### src/rtl/memory_game_ctrl.sv
// rtl/memory_game_ctrl.sv - memory game sequencer: fetches one random digit per round, plays the sequence back, checks keys
module memory_game_ctrl #(
  parameter int MAX_LEN     = 8,
  parameter int SHOW_CYCLES = 4,
  parameter int GAP_CYCLES  = 2
) (
  input  logic       clk,
  input  logic       rst,
  input  logic       auth_bit,
  input  logic       start_pulse,
  input  logic [3:0] rng_num,
  input  logic       rng_enable,
  input  logic       key_pulse,
  input  logic [3:0] key_num,
  output logic       rng_req,
  output logic [3:0] disp_num,
  output logic       disp_valid,
  output logic [3:0] round,
  output logic       busy,
  output logic       win,
  output logic       lose
);

  typedef enum logic [2:0] {
    S_IDLE, S_FETCH, S_WAIT_RNG, S_SHOW, S_GAP, S_INPUT, S_WIN, S_LOSE
  } state_t;

  localparam logic [3:0]  MAX_L     = 4'(MAX_LEN);
  localparam logic [15:0] SHOW_LAST = 16'(SHOW_CYCLES - 1);
  localparam logic [15:0] GAP_LAST  = 16'(GAP_CYCLES - 1);

  state_t      state;
  logic [3:0]  seq_mem [16];
  logic [3:0]  len;
  logic [3:0]  idx;
  logic [15:0] timer;

  always_ff @(posedge clk) begin
    if (rst || !auth_bit) begin
      state      <= S_IDLE;
      len        <= 4'd0;
      idx        <= 4'd0;
      timer      <= 16'd0;
      rng_req    <= 1'b0;
      disp_num   <= 4'd0;
      disp_valid <= 1'b0;
      round      <= 4'd0;
      busy       <= 1'b0;
      win        <= 1'b0;
      lose       <= 1'b0;
    end else begin
      rng_req <= 1'b0;
      case (state)
        S_IDLE, S_WIN, S_LOSE: begin
          if (start_pulse) begin
            state   <= S_FETCH;
            len     <= 4'd1;
            idx     <= 4'd0;
            round   <= 4'd1;
            busy    <= 1'b1;
            win     <= 1'b0;
            lose    <= 1'b0;
            rng_req <= 1'b1;
          end
        end
        S_FETCH: state <= S_WAIT_RNG;
        S_WAIT_RNG: begin
          if (rng_enable) begin
            seq_mem[len - 4'd1] <= rng_num;
            idx        <= 4'd0;
            timer      <= 16'd0;
            state      <= S_SHOW;
            disp_valid <= 1'b1;
            // In round 1 the digit being shown is the one arriving right now
            disp_num   <= (len == 4'd1) ? rng_num : seq_mem[0];
          end
        end
        S_SHOW: begin
          if (timer == SHOW_LAST) begin
            timer      <= 16'd0;
            state      <= S_GAP;
            disp_valid <= 1'b0;
            disp_num   <= 4'd0;
          end else begin
            timer <= timer + 16'd1;
          end
        end
        S_GAP: begin
          if (timer == GAP_LAST) begin
            timer <= 16'd0;
            if (idx + 4'd1 == len) begin
              idx   <= 4'd0;
              state <= S_INPUT;
            end else begin
              idx        <= idx + 4'd1;
              state      <= S_SHOW;
              disp_valid <= 1'b1;
              disp_num   <= seq_mem[idx + 4'd1];
            end
          end else begin
            timer <= timer + 16'd1;
          end
        end
        S_INPUT: begin
          if (key_pulse) begin
            if (key_num != seq_mem[idx]) begin
              state <= S_LOSE;
              lose  <= 1'b1;
              busy  <= 1'b0;
            end else if (idx != len - 4'd1) begin
              idx <= idx + 4'd1;
            end else if (len == MAX_L) begin
              state <= S_WIN;
              win   <= 1'b1;
              busy  <= 1'b0;
            end else begin
              len     <= len + 4'd1;
              round   <= len + 4'd1;
              idx     <= 4'd0;
              state   <= S_FETCH;
              rng_req <= 1'b1;
            end
          end
        end
        default: state <= S_IDLE;
      endcase
    end
  end

endmodule

### config.mk
export PLATFORM = sky130hd
export DESIGN_NAME = memory_game_ctrl
export DESIGN_NICKNAME = d
export VERILOG_FILES = /design/src/rtl/memory_game_ctrl.sv
export SDC_FILE = /design/constraint.sdc
export NUM_CORES = 1
export LEC_CHECK = 0
export BUFFER_PORTS_ARGS = -buffer_cell sky130_fd_sc_hd__buf_2
export CORE_MARGIN = 4
export CORE_UTILIZATION = 35
export CTS_CLUSTER_DIAMETER = 80
export DETAILED_ROUTE_END_ITERATION = 10
export SYNTH_ARGS = -nofsm -noshare
export SYNTH_HDL_FRONTEND = slang
export SYNTH_SLANG_ARGS = --single-unit
### constraint.sdc
create_clock -name clk -period 3.5 [get_ports clk]
set_clock_uncertainty 0.2 [all_clocks]
set_input_delay 0.175 -clock clk [delete_from_list [all_inputs] [get_ports clk]]
set_output_delay 0.175 -clock clk [all_outputs]
set_load 0.02 [all_outputs]
Word-level counts from Yosys, hierarchy flattened --
Memory sizes are Yosys's and may differ from the RTL's. A register that Yosys moved wholly into a read port is not among the register bits. Cells that the tools add are included.
Storage, ports and cells: bits in writable memories 64, output and inout bits 13, input port bits 14, memories kept 1, word-level logic and storage cells 125, bits in registers 36
Memory list:
- seq_mem | depth 16, bits a word 4, rd ports 3, clocked after Yosys merged registers in 1, wr ports 1, line 33 | logic [3:0] seq_mem [16];
Operators by class: $add $sub $neg 4, mux-type cells 67, reductions and logical operators 15, equal/unequal tests 28
Operator list (number):
- two-way mux 4 bit | 20
- two-way mux 16 bit | 3
- case mux 16 bit (3 select lines) | 1
- two-way mux 3 bit | 9
- two-way mux 1 bit | 25
- inequality test 2 bit (second input constant) | 11
- case mux 3 bit (6 select lines) | 1
- AND reduction 6 bit | 3
- adder 16 x 1 -> 16 bit (second input constant) | 1
- == test 16 x 1 -> 1 bit (second input constant) | 1
- == test 16 x 2 -> 1 bit (second input constant) | 1
- case mux 4 bit (4 select lines) | 1
- == test 3 bit (second input constant) | 4
- case mux 4 bit (3 select lines) | 1
- AND reduction 5 bit | 2
- inequality test 3 bit (second input constant) | 3
- adder 4 x 1 -> 4 bit (second input constant) | 2
- inequality test 4 bit | 2
- case mux 1 bit (2 select lines) | 4
- case mux 4 bit (2 select lines) | 1
- AND reduction 7 bit | 1
- == test 3 x 2 -> 1 bit (second input constant) | 2
- == test 4 x 1 -> 1 bit (second input constant) | 1
- == test 4 bit | 1
- other kinds (13) | 13

Depth between registers and ports, before layout --
word-level depth 8, depth in mapped cells 9, depth with buffers taken out 9

Worst setup path before layout --
Ideal clock, no wire load.
kind reg-to-reg, start point register len[0], end point register len[0], path buffers 1, library setup time 0.115 ns, path slack 0.397 ns, clock period less this slack 3.103 ns, cell stages (with the launch flop) 10, data required time 3.185 ns, arrival time 2.788 ns, path through dfxtp_1 -> inv_1 -> ha_1 -> xnor2_1 -> xnor2_1 -> or4_1 -> or4_4 -> buf_6 -> o41ai_2 -> o21ba_1
On the way: longest elaborated chain between the ends 6, elaborated cells on any way between the ends 12, those cells by class add/sub: 2; eq/ne: 4; mux: 5; reduce/logical: 1
RTL lines:
- from (decl) | line 34 | logic [3:0] len;
- from (signal assigned) | line 117 | len <= len + 4'd1;
- adder 4 x 1 -> 4 bit | line 117
- two-way mux 4 bit | line 112 | end else if (len == MAX_L) begin
- two-way mux 4 bit | line 110 | end else if (idx != len - 4'd1) begin
- two-way mux 4 bit | line 106 | if (key_num != seq_mem[idx]) begin
- two-way mux 4 bit | line 105 | if (key_pulse) begin
- case mux 4 bit (2 select lines) | line 53 | case (state)
Parallel ways exist; a longest one is shown, timed or not. The select of a mux whose other input is x is not followed. A chain may end at the register's enable or synchronous reset.

==> impl_metrics.yaml <==
drt:
  route.detailed.drc: 0
  vias: 3877
  via_per_inst: 5.48
  totalWireLength_mm: 13.5
  drt-pass1-iter-count: 5
  wl_per_cell_um: 19.1
  antenna_left: 0
  drt_iter0_drc: 288
global_route:
  grt-ovfl-total: 0
  track_usage_pct: 15.5
  grt_max_degree: 20
  top_usage_layer: "met2"
  gr-usage-met2_pct: 24.3
  antenna_found_initial: 0
  grt_util_met3_pct: 4.43
  grt_first_pass_wirelength_mm: 21.4
  first_global_vias: 3837
  use_met1_pct: 20.8
yosys:
  synth_most_common_cell: "edfxtp_1"
  synth_edf_count: 64
  synth_largest_area_cell: "edfxtp_1"
  synth_cell_types: 62
  synthArstFlopShare_pct: 0
  synthesis.area_um2: 5550
  postSynthAreaPerCell_um2: 12.1
  yosys_warnings: 0
  synth_top_cells_by_count: "edfxtp_1, nand2_1, nor2_1"
  synth.net_count: 483
  yosys-top-cells-area: "edfxtp_1, dfxtp_1, mux4_2, mux4_1, nand2_1"
  yosys.area.top_type_share_pct: 34.6
  synthCells: 460
  synth_ff_type: "edfxtp_1"
  seq_area_frac_synth_pct: 49.1
  synth_seq_cells: 104
cts:
  clk_path_buf_depth: 2
  cts_setup_buffers: 0
  cts-root-buf: "clkbuf_16"
  htreeDepth: 3
  cts_buffers: 9
  cts_hold_buf: 2
  clock_latency_ps: 360
  clk_pin_slew_ps: 80
  cts_resized: 0
  clkSinkCount: 104
  cts_tree: "yes"
worst_setup_path:
  worst_setup_path_end_kind: "flip-flop"
  crit_path_max_fanout: 10
  cp.arrival_ps: 3390
  cp.required_ps: 3590
  cp-start-kind: "flip-flop"
  worstSetupPathType: "reg2reg"
die:
  io_pins: 27
  dieArea_um2: 17900
  die_w_um: 134
  floorplan.initialDensity_pct: 36.1
  die_h_um: 134
  core_area_um2: 15400
  row_count: 45
timing:
  final-hold-violation-count: 0
  rsz0062_at_grt: "false"
  period_share_pct: 94.2
  finalSetupViolCount: 0
  slew_headroom_pct: 40.2
  setup_ws_ps: 202
  max_freq_ghz: 0.303
  drv_slew: 0
  tightest_slew_ps: 898
  tns_ps: 0
  period_needed_ps: 3300
placement:
  dp_hpwl_mm: 10.3
  pre_cts_ws_ps: 208
  port_buffers: 26
  dp.cells: 689
  finalWeightedCongestion: 0.836
cells_and_area:
  area_growth_pct: 12.8
  final_nets: 514
  fill_cells: 1428
  utilization_pct: 40.7
  fin_cells: 707
  n_antenna_cell: 0
  drive_gt1_share_pct: 19.2
power:
  vdd_drop_max_mv: 0.251
  power_density_nw_per_um2: 381
  p_leak_uw: 0.00217
flow_run:
  cap_viol_max_count: 0
hold_path:
  hold_path.class: "in2reg"
  hold_start: "rng_num[1]"
outcome:
  status: "finished, final reports clean"
-- logic make-up after synthesis --
group | Yosys count | synth area share [%]
flops | 104 | 49.1
buf+inv | 35 | 2.80
mux | 48 | 16.6
simple gates | 161 | 14.4
fa+ha+maj | 9 | 2.03
compound gates | 71 | 9.23
xor+xnor | 32 | 5.78
-- report_power, final --
part	internal [µW]	total, µW	leakage [µW]	switching [µW]
clock network	498	979	0.000140	481
logic	36.1	104	0.00113	68.2
registers	1300	1300	0.000898	3.85
-- stage by stage --
| stage | instance area (µm²) | power (µW) | hold slack [ps] |
|---|---|---|---|
| floorplan | 5550 | 1390 | 73.9 |
| global placement | 5950 | 1430 | 290 |
| detailed placement | 5950 | 1430 | 287 |
| CTS | 6260 | 2410 | 13.4 |
| global route | 6260 | 2480 | 20.4 |
| finish | 6260 | 2390 | 27.6 |
-- cells in the final DEF, fill, tap and decap left out, types with 3 or more instances in the layout --
cell type / Yosys / routed
nand4_1: 6 / 6
nand3_1: 12 / 12
a21oi_2: 3 / 3
edfxtp_1: 64 / 64
and4_1: 3 / 3
nand3b_1: 4 / 4
nand2b_1: 4 / 4
o221ai_1: 4 / 4
nor2b_1: 4 / 4
mux4_1: 8 / 8
buf_2: 1 / 26
nand2_1: 48 / 48
buf_4: 0 / 17
inv_1: 10 / 10
mux2i_1: 15 / 15
ha_1: 9 / 9
nor2_1: 43 / 43
a211oi_1: 3 / 3
xnor2_1: 14 / 14
nor4_1: 6 / 6
or4_1: 3 / 3
mux4_2: 25 / 25
nor3_1: 8 / 8
a21oi_1: 18 / 18
a41o_1: 3 / 3
dfxtp_1: 40 / 40
and2_1: 4 / 4
clkbuf_16: 0 / 9
o211a_1: 6 / 6
xor2_1: 15 / 15
o21ai_0: 14 / 14
and3_1: 3 / 3
-- final cells by class --
type	count	area [µm²]	area share (%)
clock buffers	9	225	3.60
repair buffers	45	278	4.44
flip-flops and latches	104	2720	43.5
well taps	211	264	4.22
clock inverters	7	61.3	0.980
multi-input cells	321	2670	42.7
inverters	10	37.5	0.600
-- worst paths after layout --
kind / endpoint / cells after the start / slack, ps
setup / recovery: flip-flop / 7 / 200
hold / removal: seq_mem[14][1] / 1 / 30
setup reg to reg: flip-flop / 7 / 200
hold reg to reg: busy / 2 / 300
-- flip-flops by register name, indices dropped and copies added, names as in the netlist, 3 cells and up, named ones only --
register / flops
disp_num: 4
idx: 4
seq_mem: 64
timer: 16
len: 4
state: 3
-- per-layer routing --
metal	vias to the layer above	part of all wire (%)
met4	0	1.8
li1	1808	-
met2	135	46
met1	1913	44
met5	-	0
met3	21	7.9
-- worst max-delay path: stages, from the launching register on --
cell	delay, ps
dfxtp_1	630
mux4_2	580
mux4_2	540
xnor2_4	190
and2_2	200
a31oi_4	150
or4_1	570
a21oi_1	160
(Power assumes the default switching activity.)
